File: src/rtl/mc_pkg.sv
// rtl/mc_pkg.sv - shared encodings for the multi-cycle MIPS-subset controller
package mc_pkg;

    localparam logic [5:0] OP_RTYPE = 6'b000000;
    localparam logic [5:0] OP_J     = 6'b000010;
    localparam logic [5:0] OP_JAL   = 6'b000011;
    localparam logic [5:0] OP_BEQ   = 6'b000100;
    localparam logic [5:0] OP_ADDIU = 6'b001001;
    localparam logic [5:0] OP_ORI   = 6'b001101;
    localparam logic [5:0] OP_LUI   = 6'b001111;
    localparam logic [5:0] OP_LW    = 6'b100011;
    localparam logic [5:0] OP_SW    = 6'b101011;

    localparam logic [5:0] FN_SLL   = 6'b000000;
    localparam logic [5:0] FN_JR    = 6'b001000;
    localparam logic [5:0] FN_ADDU  = 6'b100001;
    localparam logic [5:0] FN_SUBU  = 6'b100011;

    typedef enum logic [3:0] {
        S_FETCH  = 4'd0,
        S_DECODE = 4'd1,
        S_MADDR  = 4'd2,
        S_MRD    = 4'd3,
        S_MWB    = 4'd4,
        S_MWR    = 4'd5,
        S_EXE    = 4'd6,
        S_ALUWB  = 4'd7,
        S_BR     = 4'd8,
        S_JMP    = 4'd9
    } state_t;

    typedef enum logic [2:0] {
        ALU_ADD = 3'd0,
        ALU_SUB = 3'd1,
        ALU_OR  = 3'd2,
        ALU_LUI = 3'd3,
        ALU_SLL = 3'd4
    } aluctr_t;

    typedef enum logic [1:0] {
        WA_RD = 2'd0,
        WA_RT = 2'd1,
        WA_RA = 2'd2
    } wactr_t;

    typedef enum logic [1:0] {
        WD_ALU = 2'd0,
        WD_MDR = 2'd1,
        WD_PC  = 2'd2
    } wdctr_t;

    typedef enum logic [1:0] {
        BR_PC4    = 2'd0,
        BR_BRANCH = 2'd1,
        BR_JUMP   = 2'd2,
        BR_RS     = 2'd3
    } brctr_t;

    typedef enum logic [2:0] {
        CLS_ILL = 3'd0,
        CLS_MEM = 3'd1,
        CLS_ALU = 3'd2,
        CLS_BR  = 3'd3,
        CLS_JMP = 3'd4
    } iclass_t;

endpackage

File: src/rtl/mc_if.sv
// rtl/mc_if.sv - controller <-> datapath control bundle
interface mc_if;
    logic [5:0] op;
    logic [5:0] f;
    logic       zero;
    logic       pcwrite;
    logic       irwrite;
    logic       iord;
    logic       memwrite;
    logic       regwrite;
    logic [1:0] wactr;
    logic [1:0] wdctr;
    logic       extctr;
    logic       bctr;
    logic [2:0] aluctr;
    logic [1:0] brctr;
    logic [3:0] state;

    modport master (
        input  op, f, zero,
        output pcwrite, irwrite, iord, memwrite, regwrite,
        output wactr, wdctr, extctr, bctr, aluctr, brctr, state
    );

    modport slave (
        output op, f, zero,
        input  pcwrite, irwrite, iord, memwrite, regwrite,
        input  wactr, wdctr, extctr, bctr, aluctr, brctr, state
    );
endinterface

File: src/rtl/mc_decode.sv
// rtl/mc_decode.sv - op/funct to instruction class and per-instruction ALU setup
module mc_decode
    import mc_pkg::*;
(
    input  logic [5:0] op,
    input  logic [5:0] f,
    output iclass_t    cls,
    output logic       is_lw,
    output logic       is_jal,
    output logic       is_jr,
    output logic       is_rtype,
    output aluctr_t    alu,
    output logic       use_imm,
    output logic       sign_ext
);
    always_comb begin
        cls      = CLS_ILL;
        is_lw    = 1'b0;
        is_jal   = 1'b0;
        is_jr    = 1'b0;
        is_rtype = (op == OP_RTYPE);
        alu      = ALU_ADD;
        use_imm  = 1'b0;
        sign_ext = 1'b0;
        case (op)
            OP_RTYPE: begin
                case (f)
                    FN_ADDU: cls = CLS_ALU;
                    FN_SUBU: begin cls = CLS_ALU; alu = ALU_SUB; end
                    FN_SLL:  begin cls = CLS_ALU; alu = ALU_SLL; end
                    FN_JR:   begin cls = CLS_JMP; is_jr = 1'b1; end
                    default: cls = CLS_ILL;
                endcase
            end
            OP_LW:    begin cls = CLS_MEM; is_lw = 1'b1; end
            OP_SW:    cls = CLS_MEM;
            OP_ORI:   begin cls = CLS_ALU; alu = ALU_OR; use_imm = 1'b1; end
            OP_LUI:   begin cls = CLS_ALU; alu = ALU_LUI; use_imm = 1'b1; end
            OP_ADDIU: begin cls = CLS_ALU; use_imm = 1'b1; sign_ext = 1'b1; end
            OP_BEQ:   cls = CLS_BR;
            OP_J:     cls = CLS_JMP;
            OP_JAL:   begin cls = CLS_JMP; is_jal = 1'b1; end
            default:  cls = CLS_ILL;
        endcase
    end
endmodule

File: src/rtl/mc_controller.sv
// rtl/mc_controller.sv - multi-cycle control FSM driving the shared-ALU datapath
module mc_controller
    import mc_pkg::*;
(
    input  logic clk,
    input  logic reset,
    mc_if.master bus
);
    state_t  st;
    iclass_t cls;
    aluctr_t dec_alu;
    logic    is_lw, is_jal, is_jr, is_rtype, use_imm, sign_ext;
    logic    pcw, irw, memw, regw;

    mc_decode u_decode (
        .op       (bus.op),
        .f        (bus.f),
        .cls      (cls),
        .is_lw    (is_lw),
        .is_jal   (is_jal),
        .is_jr    (is_jr),
        .is_rtype (is_rtype),
        .alu      (dec_alu),
        .use_imm  (use_imm),
        .sign_ext (sign_ext)
    );

    always_ff @(posedge clk) begin
        if (reset) begin
            st <= S_FETCH;
        end else begin
            case (st)
                S_FETCH:  st <= S_DECODE;
                S_DECODE: begin
                    case (cls)
                        CLS_MEM: st <= S_MADDR;
                        CLS_ALU: st <= S_EXE;
                        CLS_BR:  st <= S_BR;
                        CLS_JMP: st <= S_JMP;
                        default: st <= S_FETCH;
                    endcase
                end
                S_MADDR:  st <= is_lw ? S_MRD : S_MWR;
                S_MRD:    st <= S_MWB;
                S_EXE:    st <= S_ALUWB;
                default:  st <= S_FETCH;
            endcase
        end
    end

    always_comb begin
        pcw         = 1'b0;
        irw         = 1'b0;
        memw        = 1'b0;
        regw        = 1'b0;
        bus.iord    = 1'b0;
        bus.wactr   = WA_RD;
        bus.wdctr   = WD_ALU;
        bus.extctr  = 1'b0;
        bus.bctr    = 1'b0;
        bus.aluctr  = ALU_ADD;
        bus.brctr   = BR_PC4;
        case (st)
            S_FETCH: begin
                irw = 1'b1;
                pcw = 1'b1;
            end
            S_MADDR: begin
                bus.bctr   = 1'b1;
                bus.extctr = 1'b1;
            end
            S_MRD: bus.iord = 1'b1;
            S_MWB: begin
                regw      = 1'b1;
                bus.wactr = WA_RT;
                bus.wdctr = WD_MDR;
            end
            S_MWR: begin
                bus.iord = 1'b1;
                memw     = 1'b1;
            end
            S_EXE: begin
                bus.aluctr = dec_alu;
                bus.bctr   = use_imm;
                bus.extctr = sign_ext;
            end
            S_ALUWB: begin
                regw      = 1'b1;
                bus.wactr = is_rtype ? WA_RD : WA_RT;
            end
            S_BR: begin
                // Branch decision comes straight from this cycle's compare.
                bus.aluctr = ALU_SUB;
                bus.brctr  = BR_BRANCH;
                pcw        = bus.zero;
            end
            S_JMP: begin
                pcw       = 1'b1;
                bus.brctr = is_jr ? BR_RS : BR_JUMP;
                if (is_jal) begin
                    regw      = 1'b1;
                    bus.wactr = WA_RA;
                    bus.wdctr = WD_PC;
                end
            end
            default: ;
        endcase
    end

    // Enables are suppressed during reset so an aborted instruction leaves no side effects.
    assign bus.pcwrite  = pcw  & ~reset;
    assign bus.irwrite  = irw  & ~reset;
    assign bus.memwrite = memw & ~reset;
    assign bus.regwrite = regw & ~reset;
    assign bus.state    = st;
endmodule
File: src/flat_wrapper.sv
// flat-port wrapper written by rule: the top's interface ports become plain ports
module mc_controller_flat import mc_pkg::*;
  (clk, reset, bus_op, bus_f, bus_zero, bus_pcwrite, bus_irwrite, bus_iord, bus_memwrite, bus_regwrite, bus_wactr, bus_wdctr, bus_extctr, bus_bctr, bus_aluctr, bus_brctr, bus_state);
  mc_if bus_i ();
  input  logic clk;
  input  logic reset;
  input wire logic [$bits(bus_i.op)-1:0] bus_op;
  input wire logic [$bits(bus_i.f)-1:0] bus_f;
  input wire logic [$bits(bus_i.zero)-1:0] bus_zero;
  output wire logic [$bits(bus_i.pcwrite)-1:0] bus_pcwrite;
  output wire logic [$bits(bus_i.irwrite)-1:0] bus_irwrite;
  output wire logic [$bits(bus_i.iord)-1:0] bus_iord;
  output wire logic [$bits(bus_i.memwrite)-1:0] bus_memwrite;
  output wire logic [$bits(bus_i.regwrite)-1:0] bus_regwrite;
  output wire logic [$bits(bus_i.wactr)-1:0] bus_wactr;
  output wire logic [$bits(bus_i.wdctr)-1:0] bus_wdctr;
  output wire logic [$bits(bus_i.extctr)-1:0] bus_extctr;
  output wire logic [$bits(bus_i.bctr)-1:0] bus_bctr;
  output wire logic [$bits(bus_i.aluctr)-1:0] bus_aluctr;
  output wire logic [$bits(bus_i.brctr)-1:0] bus_brctr;
  output wire logic [$bits(bus_i.state)-1:0] bus_state;
  assign bus_i.op = bus_op;
  assign bus_i.f = bus_f;
  assign bus_i.zero = bus_zero;
  assign bus_pcwrite = bus_i.pcwrite;
  assign bus_irwrite = bus_i.irwrite;
  assign bus_iord = bus_i.iord;
  assign bus_memwrite = bus_i.memwrite;
  assign bus_regwrite = bus_i.regwrite;
  assign bus_wactr = bus_i.wactr;
  assign bus_wdctr = bus_i.wdctr;
  assign bus_extctr = bus_i.extctr;
  assign bus_bctr = bus_i.bctr;
  assign bus_aluctr = bus_i.aluctr;
  assign bus_brctr = bus_i.brctr;
  assign bus_state = bus_i.state;
  mc_controller u_core (.clk(clk), .reset(reset), .bus(bus_i));
endmodule
File: config.mk
export PLATFORM = sky130hd
export DESIGN_NAME = mc_controller_flat
export DESIGN_NICKNAME = d
export VERILOG_FILES = /design/src/rtl/mc_pkg.sv /design/src/rtl/mc_if.sv /design/src/rtl/mc_decode.sv /design/src/rtl/mc_controller.sv /design/src/flat_wrapper.sv
export SDC_FILE = /design/constraint.sdc
export NUM_CORES = 1
export LEC_CHECK = 0
export CAP_MARGIN = 20
export CORE_ASPECT_RATIO = 0.9
export CORE_MARGIN = 2
export CORE_UTILIZATION = 36
export CTS_BUF_LIST = sky130_fd_sc_hd__clkbuf_4
export DETAILED_ROUTE_END_ITERATION = 7
export GPL_TIMING_DRIVEN = 0
export PLACE_DENSITY_LB_ADDON = 0.3
export SYNTH_ARGS = -nofsm -noshare
export SYNTH_HDL_FRONTEND = slang
export SYNTH_SLANG_ARGS = --single-unit
File: constraint.sdc
create_clock -name clk -period 1.6 [get_ports clk]
set_input_delay 0.16 -clock clk [delete_from_list [all_inputs] [get_ports clk]]
set_output_delay 0.16 -clock clk [all_outputs]
set_load 0.05 [all_outputs]
* After elaboration in Yosys (flattened, before gate mapping) *
Index checks and enable logic that the tools add are counted.

cells by class
  mux-type cells = 28
  bitwise gates (word level) = 5
  reduce and logical (&&, ||, !) cells = 10
  equal/unequal tests = 24

operators with widths
  kind                number
  $eq 6x4->1 const B  4
  $eq 6x6->1 const B  4
  $pmux 4 s5          1
  $pmux 3 s2          3
  $eq 4x3->1 const B  4
  $pmux 4 s4          1
  $pmux 3 s5          1
  $eq 6x2->1 const B  2
  $logic_not 6->1     2
  $mux 1              12
  $reduce_or 2->1     5
  $pmux 3 s3          1
  $eq 4x2->1 const B  2
  $eq 4x4->1 const B  2
  $pmux 1 s2          4
  $pmux 2 s2          2
  $eq 3x2->1 const B  2
  $eq 6x3->1 const B  1
  $pmux 2 s3          1
  $reduce_or 3->1     2
  $and 1x1->1         4
  $eq 4x1->1 const B  1
  $logic_not 4->1     1
  $eq 3x1->1 const B  1
  4 further kinds     4

word-level totals
  bits of input ports = 15
  word-level logic and storage cells = 68
  register bits after elaboration = 4
  output and inout port bits = 20

* Longest topological paths before layout *
  depth in word-level cells = 7
  gate-level depth with buffers = 5
  gate-level depth less buffers = 4

* Hierarchy *
A second synthesis with hierarchy kept.

second synthesis, totals
  cell total of the unflattened synthesis = 97
  area, all modules = 636.9 µm²

by module, submodules not included
  module         instances  area an instance (µm²)  cells an instance
  mc_controller  1          436.7                   61
  mc_decode      1          200.2                   36

* Least setup slack after synthesis *
OpenSTA, ideal clock, no wires.

  path kind = flip-flop to output port
  start = register u_core.st[3], in the netlist u_core.bus.state[3]
  end = output bus_regwrite
  required time = 1.440 ns
  cell stages (with the launch flop) = 6
  setup slack = -2.100 ns
  arrival = 3.540 ns
  path buffers = 1
  cells stage by stage = dfxtp_1 -> clkbuf_1 -> nand2b_1 -> nor4_1 -> a31oi_1 -> nor2_1

on the way
  longest elaborated chain between the ends = 4
  elaborated cells on any way between the ends = 6
  classes of those cells = eq/ne (3); mux (1); bitwise (1); reduce/logical (1)

ends and longest elaborated chain
  what                       RTL line              RTL
  start, declared            mc_controller.sv:9    state_t st;
  start signal, assigned     mc_controller.sv:43   S_MADDR: st <= is_lw ? S_MRD : S_MWR;
  $eq 4x3->1                 mc_controller.sv:63   case (st)
  $reduce_or 2->1 (no line)  n/a
  $pmux 1 s2 *               mc_controller.sv:63
  $and 1x1->1 *              mc_controller.sv:114  assign bus.regwrite = regw & ~reset;
  end, declared              flat_wrapper.sv:14    output wire logic [$bits(bus_i.regwrite)-1:0] bus_regwrite;

Every way passes the cells marked *; elsewhere a longest branch is shown, timed or not.

* Worst setup path in the final report *
  start = input bus_op[2]
  end = output bus_brctr[0]

on the way
  longest elaborated chain between the ends = 4

ends and longest elaborated chain
  what             RTL line             RTL
  start, declared  flat_wrapper.sv:7    input wire logic [$bits(bus_i.op)-1:0] bus_op;
  $logic_not 6->1  mc_decode.sv:25      case (op)
  $mux 1           mc_decode.sv:25
  $mux 1           mc_controller.sv:99  bus.brctr = is_jr ? BR_RS : BR_JUMP;
  $pmux 2 s2       mc_controller.sv:63
  end, declared    flat_wrapper.sv:20   output wire logic [$bits(bus_i.brctr)-1:0] bus_brctr;

Every way passes these cells.

==> summary.txt <==
RD Place Congestion: 0.8650
drt wl/cell: 24.97 um
vias in the first global route: 867
Critical R2R Capture: u_core.bus.state[3]$_SDFF_PP0_
Starting Density: 38.63%
Post-synth ARST share: 0%
number of DRC markers in iteration 0: 92
top-area cell type share of the netlist area: 14.16%
relative slew slack: 64.39%
Pwr Density: 371.0 nW/um^2
Fin Hold WS: 265.8 ps
Final Hold Viols: 0
Main synth FF type: dfxtp_1
RSZ-0062 raised after global routing: true
post-route ant nets: 0
die area: 1904 um^2
synth top area cells: dfxtp_1 (14%), nand2b_1 (6.6%), nor2_1 (6.6%), nor4_1 (5.5%), a2111oi_4 (4.9%)
CTS root buffer: clkbuf_4
Congestion Overflow GR: 0
Hold WC Path Type: primary input to flop
# DRC: 0
Critical-path top delay cell: or4_4
CTS H-tree depth: 1
EDFF count, synth: 0
antenna violations before repair: 0
Overall Power: 514.8 uW
post-synthesis instance total: 83
Worst EP required: 1440 ps
area delta synth->final: 145.4%
first-pass GRT wire length: 3953 um
final worst-path cycle share: 115.4%
# diodes: 0
largest net degree at the start of global routing: 11
die width: 45.78 um
Leakage: 0.5810 nW
Setup CP Type: primary input to output pin
Layout Utilization: 94.79%
Setup crit start kind: primary input
non-filler cells, final: 154
hold buffers post-CTS: 0
status: complete, but fails checks
count of cell types in the netlist: 34
IO Pins: 35
reg2reg setup slack: 160 ps
Slew Viols, Final: 0
Sink Count: 4
DRT Wirelength: 3845 um
largest area contributor in the netlist: dfxtp_1
crit path from: bus_op[2]
Via-to-Cell Ratio: 6.935
final setup vio count: 14
crit path DAT: 1690 ps
clock skew: 22.24 ps
overall routing resource usage: 28.10%
nets@finish: 156
#FFs+latches synth: 4
Max Fclk: 541.5 MHz
Die Y-Extent: 41.60 um
Worst VDD drop: 697.4 uV
Core Area: 1464 um^2
TritonCTS clock tree: done
sequential fraction of the synthesis area: 14.16%
Clk Latency, worst-skew pair: 280 ps
Final HPWL DP: 1600 um
Final min period: 1847 ps
crit path to: bus_brctr[0]
failing checks: setup timing
worst r2r src: u_core.bus.state[1]$_SDFF_PP0_
CP endpoint kind: output pin
row cnt: 13
DRT Pass-1 Iters: 5
post-synth net total: 98
I/O Buffers: 34
average cell area after synthesis: 6.814 um^2
Worst Reg2Reg Path Length in Cells: 5
layout cells sized above 1: 61.87%
total CTS buffers: 3
slack of the critical path: -246.6 ps
Worst Path Max Fanout: 8
top cells by count, synth: nor2_1 (10), nand2b_1 (6), nand2_1 (5), nor4_1 (5)
clock buffer depth: 2
number of flip-flops in the largest register: 4
clock slew at reported path FFs: 30 ps
measured slew at the worst slew-check pin: 534.2 ps
synthesis warning total: 0
placed cells: 132
most numerous cell in the Yosys netlist: nor2_1
post-synthesis cell area: 565.5 um^2
crit path cell chain: buf_8 -> or4_4 -> buf_4 -> nand3b_1 -> a211oi_2 -> buf_6
Worst path max stage delay: 560 ps
Max-Cap Viols: 0
vias: 1068
-- layout make-up --
cell class	instances	area, um^2
well taps	15	18.77
fillers	36	76.32
clock buffers	3	22.52
plain buffers	4	68.82
multi-input cells	72	666.9
repair buffers	53	504.2
inverters	3	11.26
flip-flops and latches	4	95.09
-- cell families (layout without fill, tap and decap cells) --
family,after synthesis,in the layout,share of synthesized area (%)
simple gates,52,52,52.43
compound gates,18,18,25.23
buf+inv,7,63,4.645
flops,4,4,14.16
xor+xnor,1,1,1.549
mux,1,1,1.991
-- layout by cell type (no fill, tap or decap), types with 4 or more instances in the layout --
| cell | n |
|---|---|
| buf_2 | 5 |
| buf_8 | 7 |
| dlygate4sd2_1 | 5 |
| nand3_1 | 4 |
| nor2_1 | 5 |
| clkdlybuf4s50_1 | 7 |
| buf_6 | 8 |
| dfxtp_4 | 4 |
| buf_4 | 20 |
| nand2_1 | 4 |
-- routing by layer --
metal	up-vias	wire length (um)	GRT usage, %
met5	-	0	0
met3	41	509	4.783
met4	0	320	18.86
met2	118	1737	45.07
met1	480	1278	32.81
li1	429	-	-
-- power breakdown --
group          internal, mW  switching [mW]  total, mW
Clock                0.0859          0.0706      0.157
Combinational         0.115           0.141      0.256
Sequential           0.0984         0.00432      0.103
-- what timing repair did --
item | CTS | global route
cloned | 0 | 1
gates resized for setup | 137 | 24
setup endpoints to repair | 20 | 16
pin swaps | 7 | 10
setup buffers | 6 | 12
-- metrics by stage --
stage / cell area [um^2] / TNS [ps] / worst slack [ps]
final: 1388 / -1700 / -246.6
after detailed placement: 1100 / -13680 / -1280
after floorplan: 740.7 / -1301 / -441.0
after global placement: 1100 / -13230 / -1264
after global routing: 1388 / -2369 / -368.3
after CTS: 1215 / -1013 / -179.3
-- worst min-delay path by stage --
stage / slack [ps] / from / end / cells past startpoint
after global placement: 610 / u_core.bus.state[3]$_SDFF_PP0_ / u_core.bus.state[0]$_SDFF_PP0_ / 2
after global routing: 270 / bus_op[4] / u_core.bus.state[3]$_SDFF_PP0_ / 4
after CTS: 210 / bus_op[4] / u_core.bus.state[3]$_SDFF_PP0_ / 4
after detailed placement: 620 / u_core.bus.state[3]$_SDFF_PP0_ / u_core.bus.state[0]$_SDFF_PP0_ / 2
final: 270 / bus_op[4] / u_core.bus.state[3]$_SDFF_PP0_ / 4
after floorplan: 230 / reset / u_core.bus.state[0]$_SDFF_PP0_ / 1
-- worst max-delay path, delay by kind of cell --
kind	cells	cell delay (ps)
compound gates	1	320
buf+inv	3	480
simple gates	2	730
(Power assumes the default switching activity.)
==> RTL change: new RTL, same flow settings <==
Make the reset (`reset`) asynchronous in one clocked block.
--- a/src/rtl/mc_controller.sv
+++ b/src/rtl/mc_controller.sv
@@ -26,5 +26,5 @@
     );
 
-    always_ff @(posedge clk) begin
+    always_ff @(posedge clk or posedge reset) begin
         if (reset) begin
             st <= S_FETCH;
Function: differs if reset is asserted again (counterexample within 4 cycles, from zero or initial values and one cycle with reset high); with reset held inactive, the same outputs for 10 cycles.
==> RTL change against the unedited design <==
The run still ends with negative setup slack left; routed wire length is 29% lower; count of clock-buffer cells in the layout unchanged; via count down 13%; final cell count grew 5.2%; largest cell class unchanged; setup slack worse by 100 ps; final area rose by 1.6%; area after synthesis grew 8.6%; synthesized cell count did not move; sequential cell count unchanged; sequential share of layout area grew 0.60 points.
Power is not compared: it rests on default switching activity, and its combinational part moved more than twofold at a synthesized area within 25%.
==> RTL change: results (changes against the unedited design) <==
| Metric | Value |
|---|---|
| Total track usage | 25.0% (-3.1 points) |
| CP max FO | 5 (-3) |
| Number of port buffers | 33 (-2.9%) |
| Share of cells above drive strength 1 | 58.0% (-3.9 points) |
| Average size of a mapped cell | 7.40 sq um (+8.6%) |
| Number of global-route vias before repair | 857 (-1.2%) |
| Detailed Place HPWL | 1.49 mm (-7.0%) |
| Post-Layout Cell Count | 162 (+5.2%) |
| Synth cell count leaders | nor3_1, nand2_1, a21oi_1, nor2_1 |
| Slack of the critical path | -349 ps (-102 ps) |
| Failing checks | negative setup slack |
| Detailed Route Iter0 Violations | 30 (-67%) |
| Critical-path top delay cell | dfrtp_2 |
| GP Congestion | 0.764 (-12%) |
| Critical Path Start | u_core.bus.state[1] |
| Clk_skew | 9.48 ps (-12.8 ps) |
| Placed Cells incl. Taps | 140 (+6.1%) |
| Vias per cell | 5.71 (-18%) |
| CP max stage delay | 430 ps (-130 ps) |
| Unique cell type count in the Yosys netlist | 42 (+24%) |
| Drt wl/cell | 16.9 um (-32%) |
| Worst hold path class | in2async |
| Status | finished with violations |
| Setup violators final | 15 (+1) |
| First-pass GRT wire length | 3.71 mm (-6.3%) |
[RTL change: cell types whose count changed in the layout (fill, tap and decap cells not counted), moves of 3 or more]
cell	before	now
buf_6	8	16
buf_4	20	15
dfrtp_2	0	4
dfxtp_4	4	0
buf_2	5	2
nand3_1	4	1
nor2_2	3	0
nor3_1	1	4
[RTL change: worst max-delay path by stage]
stage | end | slack, ps | cells past startpoint
after floorplan | bus_regwrite | -600 | 5
after global placement | bus_aluctr[0] | -1120 | 6
after detailed placement | bus_aluctr[0] | -1180 | 6
after CTS | bus_regwrite | -340 | 5
after global routing | bus_regwrite | -400 | 5
final | bus_regwrite | -350 | 5
[RTL change: stage by stage]
stage	hold slack [ps]	area, sq um	worst slack, ps
6_report	305	1410	-349
5_1_grt	345	1410	-401
4_1_cts	270	1240	-341
3_5_place_dp	520	1080	-1180
3_3_place_gp	519	1080	-1120
2_1_floorplan	-57.7	717	-603
[RTL change: kinds of logic (layout without fill, tap and decap cells)]
family / count (synthesis) / in the layout / synth area share (%)
buffers and inverters: 8 / 63 / 6.11
and+or+nand+nor: 47 / 47 / 49.3
AOI/OAI and AO/OA: 23 / 23 / 26.9
xor gates and xnor gates: 1 / 1 / 1.43
DFF: 4 / 4 / 16.3
[RTL change: timing repair]
item                                    in CTS  in global routing
gates resized for setup                    129                 29
pin swaps                                    8                  9
hold endpoints to repair                     0                  0
endpoints found under the setup margin      18                 19
setup buffers                               10                 10
[RTL change: layer usage]
layer | GRT usage, % | vias up
met3 | 7.23 | 10
met1 | 30.8 | 436
met2 | 41.4 | 55
li1 | - | 424
met5 | 0 | -
met4 | 6.49 | 0
[RTL change: area by class of cell]
class | count | area (sq um)
well taps | 24 | 30.0
plain buffers | 5 | 47.5
multi-input cells | 71 | 658
inverters | 3 | 11.3
fillers | 91 | 236
flip-flops and latches | 4 | 105
repair buffers | 52 | 536
clock buffers | 3 | 22.5
[RTL change: critical path: cells and delay by family (launching register included)]
| kind | cells | cell delay (ps) |
|---|---|---|
| compound gates | 1 | 170 |
| buf+inv | 1 | 140 |
| flops | 1 | 430 |
| simple gates | 3 | 780 |
[RTL change: power by group]
| group | switching [W] | total, W | internal [W] |
|---|---|---|---|
| combinational | 0.000501 | 0.000901 | 0.000400 |
| sequential | 0.0000213 | 0.000145 | 0.000124 |
| clock | 0.0000700 | 0.000156 | 0.0000858 |
